**src/rtl/syn_current_acc.sv**
```systemverilog
// ---------------------------------------------------------------------------
// syn_current_acc
//
// Per-neuron synaptic current accumulator. On each timestep pulse it latches
// the presynaptic spike vector, walks the weight RAM once (one address per
// cycle), and adds the weight lane of every spiking input into a saturating
// signed accumulator. The result is registered onto `current` and flagged by
// a one-cycle `done` strobe for the neuron update stage.
//
// Optional feature macro: SYN_DECAY_EN
//   defined   - accumulator is seeded with current - (current >>> DECAY_SHIFT)
//               so the synaptic current decays exponentially between steps
//   undefined - accumulator is seeded with zero each timestep
//
// Ports
//   clk        in   1             system clock, rising edge
//   rst        in   1             asynchronous reset, active-high
//   start      in   1             timestep pulse; latches spike_vec when idle
//   spike_vec  in   N_INPUTS      bit k = presynaptic input k fired
//   dpra       out  NEURON_ADR+1  weight RAM read address
//   dpo        in   WEIGHTS+1     weight RAM read data (combinational)
//   busy       out  1             scan in progress (SCAN and DONE states)
//   done       out  1             one-cycle strobe; current valid
//   current    out  ACC_W         signed synaptic current, held until next done
// ---------------------------------------------------------------------------
module syn_current_acc #(
    parameter int WIDTH       = 8,
    parameter int NEURON_ADR  = 5,
    parameter int WEIGHTS     = 31,
    parameter int LANE        = 0,
    parameter int N_INPUTS    = 64,
    parameter int ACC_W       = 16,
    parameter int DECAY_SHIFT = 2
) (
    input  logic                    clk,
    input  logic                    rst,
    input  logic                    start,
    input  logic [N_INPUTS-1:0]     spike_vec,
    output logic [NEURON_ADR:0]     dpra,
    input  logic [WEIGHTS:0]        dpo,
    output logic                    busy,
    output logic                    done,
    output logic signed [ACC_W-1:0] current
);

    typedef enum logic [1:0] {
        S_IDLE,
        S_SCAN,
        S_DONE
    } state_t;

    localparam logic [NEURON_ADR:0] LAST_IDX = (NEURON_ADR + 1)'(N_INPUTS - 1);
    localparam logic signed [ACC_W-1:0] ACC_MAX = {1'b0, {(ACC_W-1){1'b1}}};
    localparam logic signed [ACC_W-1:0] ACC_MIN = {1'b1, {(ACC_W-1){1'b0}}};

    state_t                  state;
    state_t                  state_nx;
    logic [NEURON_ADR:0]     idx;
    logic [N_INPUTS-1:0]     spike_q;
    logic signed [ACC_W-1:0] acc;
    logic signed [ACC_W-1:0] seed;
    logic signed [ACC_W-1:0] acc_sat;
    logic signed [WIDTH-1:0] w_lane;
    logic signed [ACC_W:0]   w_ext;
    logic signed [ACC_W:0]   sum;
    logic                    last_idx;
    logic                    unused_cfg;

    // Only one lane of the RAM word feeds this neuron; the other lanes and
    // the decay shift (when decay is compiled out) are intentionally ignored.
    assign unused_cfg = ^{dpo, 32'(DECAY_SHIFT)};

    assign dpra     = idx;
    assign busy     = (state != S_IDLE);
    assign last_idx = (idx == LAST_IDX);

    // Saturating add evaluated one bit wider than the accumulator; a sign
    // mismatch between the top two bits of the sum indicates overflow.
    always_comb begin
        w_lane  = dpo[LANE*WIDTH +: WIDTH];
        w_ext   = {{(ACC_W + 1 - WIDTH){w_lane[WIDTH-1]}}, w_lane};
        sum     = {acc[ACC_W-1], acc} + w_ext;
        acc_sat = sum[ACC_W-1:0];
        if (sum[ACC_W] != sum[ACC_W-1]) begin
            acc_sat = sum[ACC_W] ? ACC_MIN : ACC_MAX;
        end
    end

`ifdef SYN_DECAY_EN
    always_comb begin
        seed = current - (current >>> DECAY_SHIFT);
    end
`else
    always_comb begin
        seed = '0;
    end
`endif

    always_ff @(posedge clk or posedge rst) begin
        if (rst) begin
            state <= S_IDLE;
        end else begin
            state <= state_nx;
        end
    end

    always_comb begin
        state_nx = state;
        case (state)
            S_IDLE: if (start) state_nx = S_SCAN;
            S_SCAN: if (last_idx) state_nx = S_DONE;
            S_DONE: state_nx = S_IDLE;
            default: state_nx = S_IDLE;
        endcase
    end

    // idx stops at the last address so dpra holds its final value while idle.
    always_ff @(posedge clk or posedge rst) begin
        if (rst) begin
            idx     <= '0;
            acc     <= '0;
            current <= '0;
            done    <= 1'b0;
            spike_q <= '0;
        end else begin
            done <= 1'b0;
            case (state)
                S_IDLE: begin
                    if (start) begin
                        spike_q <= spike_vec;
                        idx     <= '0;
                        acc     <= seed;
                    end
                end
                S_SCAN: begin
                    if (spike_q[idx]) begin
                        acc <= acc_sat;
                    end
                    if (!last_idx) begin
                        idx <= idx + 1'b1;
                    end
                end
                S_DONE: begin
                    current <= acc;
                    done    <= 1'b1;
                end
                default: ;
            endcase
        end
    end

endmodule

```
**config.mk**
```make
export PLATFORM = sky130hd
export DESIGN_NAME = syn_current_acc
export DESIGN_NICKNAME = d
export VERILOG_FILES = /design/src/rtl/syn_current_acc.sv
export SDC_FILE = /design/constraint.sdc
export NUM_CORES = 1
export LEC_CHECK = 0
export ABC_AREA = 1
export ABC_CLOCK_PERIOD_IN_PS = 8100
export BUFFER_PORTS_ARGS = -buffer_cell sky130_fd_sc_hd__buf_2
export CORE_MARGIN = 3
export CORE_UTILIZATION = 60
export DETAILED_ROUTE_END_ITERATION = 8
export PLACE_DENSITY = 0.86
export SYNTH_ARGS = -nofsm -noshare
export SYNTH_HDL_FRONTEND = slang
export SYNTH_SLANG_ARGS = --single-unit
```
**constraint.sdc**
```tcl
create_clock -name clk -period 8.1 [get_ports clk]
set_input_delay 1.62 -clock clk [delete_from_list [all_inputs] [get_ports clk]]
set_output_delay 1.62 -clock clk [all_outputs]
set_load 0.005 [all_outputs]
```
Yosys cells after proc, flatten, opt, wreduce, memory -nomap -nowiden
Cells that the tools add are included.
{"block": "op_classes", "n_reduce_logical": 7, "addsub": 2, "order_cmp": 1, "n_mux": 14, "eq_ne": 8}
{"cell": "two-way mux 16 bit", "n": 4}
{"cell": "case mux 16 bit (2 select lines)", "n": 1}
{"cell": "adder 16 x 8 -> 17 bit", "n": 1}
{"cell": "two-way mux 6 bit", "n": 2}
{"cell": "case mux 6 bit (2 select lines)", "n": 1}
{"cell": "inequality test 2 bit (second input constant)", "n": 4}
{"cell": "< comparator 6 x 7 -> 1 bit (second input constant)", "n": 1}
{"cell": "adder 6 x 1 -> 6 bit (second input constant)", "n": 1}
{"cell": "binary-select mux 1 bit (select 6 bit)", "n": 1}
{"cell": "== test 6 bit (second input constant)", "n": 1}
{"cell": "AND reduction 3 bit", "n": 2}
{"cell": "two-way mux 2 bit", "n": 2}
{"cell": "case mux 2 bit (2 select lines)", "n": 1}
{"cell": "AND reduction 2 bit", "n": 2}
{"cell": "nonzero test 2 bit", "n": 2}
{"cell": "== test 2 x 1 -> 1 bit (second input constant)", "n": 1}
{"cell": "== test 2 bit (second input constant)", "n": 1}
{"cell": "zero test 2 bit", "n": 1}
{"cell": "two-way mux 1 bit", "n": 2}
{"cell": "inequality test 1 bit", "n": 1}
{"block": "totals", "regBits": 105, "input_bits": 99}

Longest topological paths before layout
Gate-level depths: netlist of run 1.
{"block": "logic_depth", "ltp_word": 5, "depth_mapped": 17, "depth_no_buf": 16}

Worst setup path after synthesis of run 1
Ideal clock, no wire load.
{"block": "synth_path", "kind": "input-to-reg", "start": "in dpo[0]", "end": "reg acc[0]", "required_time_ps": 7983, "arrival_ps": 3294, "path_slack_ps": 4689, "stages": 17, "cell_sequence": "ha_1 -> fa_1 -> nand3_1 -> nand2_1 -> nand2_1 -> nand2_1 -> nand2_1 -> nand2_1 -> nand2_1 -> nand2_1 -> nand2_1 -> buf_6 -> nand3_1 -> nand2_1 -> inv_1 -> nand2_1 -> nand2_1"}
{"block": "synth_between", "elab_chain_len": 5}
{"item": "start, declared", "line": "40", "text": "input logic [WEIGHTS:0] dpo,"}
{"item": "adder 16 x 8 -> 17 bit (*)", "line": "82", "text": "sum = {acc[ACC_W-1], acc} + w_ext;"}
{"item": "two-way mux 16 bit / inequality test 1 bit (equally long branches)", "line": "85, 84"}
{"item": "two-way mux 16 bit (*)", "line": "84", "text": "if (sum[ACC_W] != sum[ACC_W-1]) begin"}
{"item": "two-way mux 16 bit (*)", "line": "136", "text": "if (spike_q[idx]) begin"}
{"item": "case mux 16 bit (2 select lines) (*)", "line": "127", "text": "case (state)"}
{"item": "end signal, assigned", "line": "137", "text": "acc <= acc_sat;"}
{"item": "end, declared", "line": "60", "text": "logic signed [ACC_W-1:0] acc;"}
Every way passes the cells marked *; elsewhere a longest branch is shown, timed or not. The select of a mux whose other input is x is not followed.
A chain may end at the register's enable or synchronous reset.

Final worst setup path of run 1
{"block": "layout_path", "start": "in dpo[0]", "end": "reg acc[1]"}
The elaborated chain is that of the path after synthesis.

==> flow_summary.toml, run 1 <==
[cells_and_area]
antenna_cells = 0
final_area_um2 = 6584
drive_gt1_share_pct = 14.25
nets = 1038
n_fill_cell = 820
fin_util_pct = 69.93
finalNonFillerCells = 1055
syn_to_final_growth_pct = 11.06

[worst_hold_path]
hold_path_class = "flop to flop"

[clock_network]
cts_setup_buffers = 0
h-tree-depth = 3
clock_latency_ns = 0.37
hold_buffers = 0
cts_tree = "built"
cts.clk_slew.worst_paths_ns = 0.11
clock-sinks = 105
clockBufferDepth = 2
cts_resized = 0
root_buffer = "clkbuf_8"
cts_inserted_buffers = 9

[timing]
slew_headroom_pct = 28.70
fin_worst_skew_ns = 0.008444
setup_viol = 0
finalHoldViolCount = 0
clock.fmax_mhz = 267.9
worstMarginPinSlew_ns = 1.069
rsz0062_at_grt = "no"
tns_ns = 0
min_period_ns = 3.733
fin_crit_sh_pct = 46.08
finalMaxSlewViolations = 0

[die]
die_h_um = 105.4
die_area_um2 = 11110
coreArea_um2 = 9415
ioPinCount = 123
start_util_pct = 62.96
dieWidth_um = 105.4
fp-row-count = 35

[drt]
wl_per_cell_um = 13.17
viasPerCell = 5.187
drc = 0
detail_route.iter0.violations = 323
drtAntennaViolNets = 0
drt_wl_total_mm = 13.90
num_vias = 5472
first_pass_iters = 7

[placement]
port_buffers = 98
gp_congestion = 0.9069
placed_area_um2 = 6394
hpwlAfterDp_mm = 9.441
dp_cells = 1039

[yosys]
yosysWarnings = 0
synthCells = 842
async_flop_share_pct = 100.0
synth_edf_count = 0
avgSynthCellArea_um2 = 7.041
synth_seq_area_share_pct = 44.32
yosys_register_bits = 105
synth_ff_type = "dfrtp_1"
syn-num-nets = 959
synth_cell_types = 32
syn_area_um2 = 5928

[flow_run]
cap_violations = 0

[grt]
grt_overflow_total = 0
top_usage_layer = "met2"
grt_use_met1_pct = 32.49
antenna_found_initial = 0
grt_max_degree = 77
grt_pass1_wl_mm = 23.38
grt_usage_pct = 25.61
grt_pass1_vias = 5203
use_met3_pct = 4.287
grt_use_met2_pct = 43.99

[pwr]
irDropWorstVdd_mv = 0.2013
finalPower_mw = 2.820
p_per_area_nw_per_um2 = 428.3
power.leakage_nw = 3.812

[setup_path]
crit_path_end_kind = "flop"
cp.required_ns = 8.37
crit_type = "input pin to flop"
worstPathMaxFanout = 15
crit_arrival_ns = 4.00
start_kind = "input pin"

[run_status]
outcome = "complete, no violations"
-- report_power, final --
part	switching, mW	internal, mW	leakage [nW]
registers	0.183	0.780	1.28
clock network	0.196	0.118	0.0945
logic	0.978	0.564	2.43
-- critical path, cell delays in order --
cell and delay, ns:
buf_2 0.11, ha_1 0.22, fa_1 0.42, nand3_1 0.09, nand2_1 0.11, nand2_1 0.08
nand2_1 0.12, nand2_1 0.14, nand2_1 0.08, nand2_1 0.06, nand2_1 0.07, nand2_1 0.46
nand3_1 0.16, nand2_1 0.10, inv_1 0.04, nand2_1 0.06, nand2_1 0.06
-- state kept, by name (all words and copies together) (netlist names) --
| register | cells |
|---|---|
| current | 16 |
| dpra | 6 |
| state | 2 |
| spike_q | 64 |
| done | 1 |
| acc | 16 |
-- stage by stage --
step                setup WS [ns]  hold WS [ns]
global route                4.218        0.5063
floorplan                   3.719        0.4436
detailed placement          4.018        0.4595
global placement            4.115        0.4564
CTS                         4.417        0.4872
finish                      4.367        0.4818
-- cells in the mapped netlist (all sizes together) (4+ instances only) --
cell	n	area [um2]
a21oi	21	123.9
buf	22	172.7
clkbuf	11	41.29
dfrtp	105	2628
ha	17	212.7
inv	72	272.8
nand2	402	1526
nand3	63	327.8
nor2	75	281.5
nor3	4	20.02
o21ai	29	145.1
xnor2	8	70.07
-- cell type report --
type                    count  area, um2  share of cell area [%]
clock inverters             7      66.31                   1.007
multi-input cells         631       2813                   42.72
clock buffers               9      123.9                   1.881
well taps                 129      161.4                   2.452
inverters                  73      279.0                   4.238
repair buffers            101      513.0                   7.792
flip-flops and latches    105       2628                   39.91
-- cell usage in the layout (no fill, tap or decap), drive strengths merged --
cell / instances
clkinv: 5
o22ai: 2
inv: 74
a221oi: 1
a21o: 1
ha: 17
nand4: 1
xor2: 2
buf: 101
a21oi: 21
nor2: 75
o21ai: 29
nand2: 402
dfrtp: 105
fa: 1
nand3b: 2
xnor2: 8
nand3: 63
nor3: 4
clkinvlp: 1
clkbuf: 9
o21bai: 2
-- routing by layer --
layer,vias to the layer above,share of wire (%)
met2,176,49
met1,2517,42
li1,2749,-
met4,0,2.2
met3,30,6.4
met5,-,0
-- final timing paths --
path	startpoint	endpoint	slack, ns	depth (start not counted)
worst max-delay path	dpo[0]	acc[1]	4.37	17
worst min-delay path	current[13]	current[13]	0.48	2
worst max register to register	dpra[0]	acc[10]	5.29	14
worst min register to register	current[13]	current[13]	0.48	2
max in group asynchronous	rst	current[9]	5.69	3
min in group asynchronous	rst	spike_q[41]	1.31	2
-- cell families (layout without fill, tap and decap cells) --
kind of cell / Yosys count / count (layout) / share of synthesized area [%]
xor+xnor: 10 / 10 / 1.478
compound gates: 56 / 56 / 5.277
simple gates: 547 / 547 / 36.72
flops: 105 / 105 / 44.32
buf+inv: 106 / 190 / 8.274
fa+ha+maj: 18 / 18 / 3.926
No activity file was read; power rests on OpenSTA's default activity.
==> run 2, diff against run 1 <==
- ABC_CLOCK_PERIOD_IN_PS: 8100 -> 3100
- CORE_UTILIZATION: 60 -> 50
- PLACE_DENSITY: 0.86 -> 0.77
- clock period: 8.1 -> 3.1 ns (I/O delays scaled with it)
==> flow_summary.toml, run 2 (synthesis results as in run 1) <==
[placement]
port_buffers = 98
gp_congestion = 0.8941
hpwlAfterDp_mm = 10.01
pre_cts_slack_ns = 0.2034
dp_cells = 1062

[setup_path]
critical_path.most_common_cell = "nand2_1"
worstPathMaxFanout = 15
timing.rr.start = "acc[0]"
r2r-end = "acc[1]"
crit_type = "flop to flop"
cp_top_family = "simple AND/OR/NAND/NOR gates"
crit_arrival_ns = 2.82
reg2reg_slack_ns = 0.52
crit_path_end_kind = "flop"
crit_path_max_incr_delay_ns = 0.41
cp_num_cells = 16
slowest_stage = "fa_1"
cp.required_ns = 3.34
worst-path-buf-inv = 1
start_kind = "flop"
ff2ff_path_depth = 16
path_cells = "ha_1, fa_1, nand3_1, nand2_1, nand2_1, nand2_1, nand2_1, nand2_1, nand2_1, nand2_1, nand2_2, nand3_1, nand2_1, inv_1, nand2_1, nand2_1"

[drt]
detail_route.iter0.violations = 392
wl_per_cell_um = 13.36
num_vias = 5392
viasPerCell = 5.002
drc = 0
drtAntennaViolNets = 0
drt_wl_total_mm = 14.40
first_pass_iters = 5

[pwr]
seqPwrFrac_pct = 32.0
p_comb_share_pct = 52.8
irDropWorstVdd_mv = 0.4830
p_sw_share_pct = 45.66
p_clk_share_pct = 15.2
p_int_mw = 4.223
power.leakage_nw = 3.906
switchingPower_mw = 3.549
p_per_area_nw_per_um2 = 1143

[clock_network]
cts_resized = 0
cts_setup_buffers = 0
clock-sinks = 105
clockBufferDepth = 2
cts.clk_slew.worst_paths_ns = 0.07
cts_tree = "built"
root_buffer = "clkbuf_16"
hold_buffers = 0
h-tree-depth = 3
clock_latency_ns = 0.36
cts_inserted_buffers = 9

[grt]
grt_pass1_wl_mm = 23.94
grt_pass1_vias = 5174
grt_overflow_total = 0
grt_max_degree = 58
grt_usage_pct = 22.61
antenna_found_initial = 0

[die]
ioPinCount = 123
die_area_um2 = 13200
dieWidth_um = 114.9
die_h_um = 114.9
fp-row-count = 39
start_util_pct = 51.48
coreArea_um2 = 11520

[timing]
clock.fmax_mhz = 387.0
fin_worst_skew_ns = 0.009731
slew_headroom_pct = 48.92
finalHoldViolCount = 0
min_period_ns = 2.584
worst_slack_ns = 0.5158
setup_viol = 0
rsz0062_at_grt = "no"
finalMaxSlewViolations = 0
fin_crit_sh_pct = 83.36
worstMarginPinSlew_ns = 0.7646
tns_ns = 0

[flow_run]
cap_violations = 0

[cells_and_area]
layout_common_cells = "396 x nand2_1, 105 x dfrtp_1, 98 x buf_2"
largest_reg_flops = 64
nets = 1047
layout_commonest_cell = "nand2_1"
n_fill_cell = 1123
antenna_cells = 0
top_register = "spike_q"
drive_gt1_share_pct = 14.97
finalNonFillerCells = 1078
syn_to_final_growth_pct = 14.67
reg_top3 = "spike_q x64, acc x16, current x16"
multi_input_area_um2 = 2813
seqCellArea_um2 = 2628

[run_status]
outcome = "complete, no violations"

[worst_hold_path]
hold_path_class = "input pin to async pin"
-- run 2: changes by cell type in the layout (fill, tap and decap cells not counted), sizes merged --
cell and change:
buf +9, clkinv -2, bufinv +1, clkbuf +1, clkinvlp +1, inv -1
-- run 2: power by group through the flow --
stage	registers [mW]	logic (mW)	clock network (mW)
after floorplan	2.37	3.34	0
after global placement	2.49	4.01	0
after detailed placement	2.49	4.12	0
after CTS	2.48	4.13	1.21
after global routing	2.57	4.76	1.26
final	2.49	4.11	1.18
-- run 2: cell type report --
class / count / share of cell area, %
Multi-Input combinational cell: 631 / 41.38
Sequential cell: 105 / 38.65
Timing Repair Buffer: 110 / 8.724
Inverter: 73 / 4.123
Clock buffer: 10 / 3.368
Tap cell: 143 / 2.632
Clock inverter: 6 / 1.123
-- run 2: worst reg2reg max path, stage by stage (launching register included) --
cell	delay [ns]
dfrtp_1	0.40
ha_1	0.22
fa_1	0.41
nand3_1	0.09
nand2_1	0.11
nand2_1	0.08
nand2_1	0.13
nand2_1	0.13
nand2_1	0.08
nand2_1	0.07
nand2_1	0.11
nand2_2	0.28
nand3_1	0.12
nand2_1	0.08
inv_1	0.04
nand2_1	0.05
nand2_1	0.06
-- run 2: worst max-delay path by stage --
stage            from       to  slack (ns)
3_5_place_dp   dpo[0]  acc[14]        0.20
2_1_floorplan  dpo[0]   acc[0]        0.69
5_1_grt        acc[0]  acc[14]        0.28
4_1_cts        acc[0]  acc[14]        0.54
6_report       acc[0]   acc[1]        0.52
3_3_place_gp   dpo[0]  acc[13]        0.26
-- run 2: metal layers --
layer	routed length (um)	global-route usage, %
met1	6465	29.06
met2	6967	38.12
met3	760	5.421
met4	208	6.573
met5	0	0
-- run 2: through the flow --
step	utilization [%]	power, mW	cell area [um2]	hold WS [ns]
2_1_floorplan	-	5.706	5932	0.4436
3_3_place_gp	56.38	6.508	6492	0.4565
3_5_place_dp	56.38	6.607	6492	0.4601
4_1_cts	59.03	7.823	6798	0.4028
5_1_grt	59.03	8.587	6798	0.4475
6_report	59.03	7.772	6798	0.3924
==> run 3, diff against run 2 <==
- ABC_CLOCK_PERIOD_IN_PS: 3100 -> 2500
- CORE_UTILIZATION: 50 -> 55
- PLACE_DENSITY: 0.77 -> 0.8
- clock period: 3.1 -> 2.5 ns (I/O delays scaled with it)
==> flow_summary.toml, run 3 (synthesis results as in run 1) <==
[run_status]
outcome = "complete, no violations"

[clock_network]
hold_buffers = 0
clockBufferDepth = 2
cts_tree = "built"
root_buffer = "clkbuf_8"
h-tree-depth = 3
cts.clk_slew.worst_paths_ns = 0.11
cts_resized = 0
cts_inserted_buffers = 9
clock_latency_ns = 0.38
clock-sinks = 105

[cells_and_area]
nets = 1060
top_register = "spike_q"
n_fill_cell = 988
layout_commonest_cell = "nand2_1"
layout_common_cells = "396 x nand2_1, 105 x dfrtp_1, 98 x buf_2"
reg_top3 = "spike_q x64, acc x16, current x16"
drive_gt1_share_pct = 16.24
syn_to_final_growth_pct = 15.05
largest_reg_flops = 64
antenna_cells = 0
finalNonFillerCells = 1084

[flow_run]
cap_violations = 0

[pwr]
irDropWorstVdd_mv = 0.6497
p_comb_share_pct = 56.2
p_clk_share_pct = 11.3
switchingPower_mw = 4.348
p_per_area_nw_per_um2 = 1382
p_sw_share_pct = 46.13
power.leakage_nw = 3.935
seqPwrFrac_pct = 32.5
p_int_mw = 5.077

[die]
coreArea_um2 = 10420
dieWidth_um = 109.8
ioPinCount = 123
die_h_um = 109.8
start_util_pct = 56.91
fp-row-count = 37
die_area_um2 = 12060

[setup_path]
cp.required_ns = 2.82
crit_type = "flop to flop"
critPathLaunch = "dpra[1]"
timing.rr.start = "dpra[1]"
crit_arrival_ns = 2.61
start_kind = "flop"
worstPathMaxFanout = 18
crit_path_end_kind = "flop"

[grt]
grt_usage_pct = 24.27
grt_overflow_total = 0
grt_pass1_vias = 5083
grt_pass1_wl_mm = 22.94
grt_max_degree = 57
antenna_found_initial = 0

[timing]
fin_crit_sh_pct = 91.60
worstMarginPinSlew_ns = 0.5032
clock.fmax_mhz = 436.7
min_period_ns = 2.290
setup_viol = 0
finalMaxSlewViolations = 0
tns_ns = 0
rsz0062_at_grt = "no"
fin_worst_skew_ns = 0.009670
slew_headroom_pct = 66.45
finalHoldViolCount = 0

[drt]
detail_route.iter0.violations = 278
wl_per_cell_um = 12.81
num_vias = 5408
drtAntennaViolNets = 0
first_pass_iters = 5
drc = 0
viasPerCell = 4.989
drt_wl_total_mm = 13.88

[placement]
hpwlAfterDp_mm = 9.956
gp_congestion = 0.9338
port_buffers = 98
dp_cells = 1067

[worst_hold_path]
hold_path_class = "input pin to async pin"
run 3: worst paths after layout:
kind                       slack (ns)  cells after the start          end
min in group clk                 0.30                      3  spike_q[39]
setup / recovery                 0.21                     12      acc[12]
setup reg to reg                 0.21                     12      acc[12]
max in group asynchronous        1.58                      3  spike_q[24]
hold / removal                   0.13                      2   current[5]
hold reg to reg                  0.49                      2  spike_q[23]
run 3: critical path, stage by stage (launching register included):
cell and delay, ns:
dfrtp_1 0.67, inv_4 0.20, nor2_1 0.14, o21ai_0 0.13
nand3_1 0.12, nand3_1 0.08, nand2_1 0.08, nand2_1 0.07
nand2_2 0.07, nand3_4 0.22, nand2_4 0.28, nand2_1 0.09
nand2_1 0.06
run 3: per-layer routing:
layer	up-vias	routed length, um	global-route usage (%)
met4	0	329	9.439
met5	-	0	0
met1	2434	6210	31.57
li1	2795	-	-
met3	27	761	3.758
met2	152	6584	40.68
run 3: final cells by class:
class / instances / area, um2 / share of cell area [%]
tap: 136 / 170.2 / 2.495
multi-input combinational: 631 / 2813 / 41.24
sequential: 105 / 2628 / 38.53
inverter: 73 / 280.3 / 4.109
clock buffer: 11 / 151.4 / 2.220
timing repair buffer: 123 / 728.2 / 10.68
clock inverter: 5 / 50.05 / 0.7338
run 3: through the flow:
| step | setup slack (ns) | instance area [um2] | hold WS (ns) | util, % | total power [mW] |
|---|---|---|---|---|---|
| 2_1_floorplan | 0.2095 | 5932 | 0.4436 | - | 7.075 |
| 3_3_place_gp | 0.05456 | 6611 | 0.4562 | 63.47 | 8.238 |
| 3_5_place_dp | 0.01235 | 6611 | 0.4601 | 63.47 | 8.370 |
| 4_1_cts | 0.2045 | 6813 | 0.1275 | 65.41 | 9.462 |
| 5_1_grt | 0.0004321 | 6820 | 0.1522 | 65.48 | 10.44 |
| 6_report | 0.2101 | 6820 | 0.1255 | 65.48 | 9.425 |
run 3: power by group through the flow:
stage	registers [mW]	clock network, mW	logic [mW]
final	3.06	1.06	5.30
after detailed placement	3.08	0	5.29
after global placement	3.07	0	5.17
after global routing	3.15	1.16	6.13
after floorplan	2.94	0	4.14
after CTS	3.06	1.08	5.32
run 3: timing repair:
item                                    CTS  global route
buffers inserted                          0             1
endpoints found under the setup margin    0             1
hold endpoints to repair                  0             0
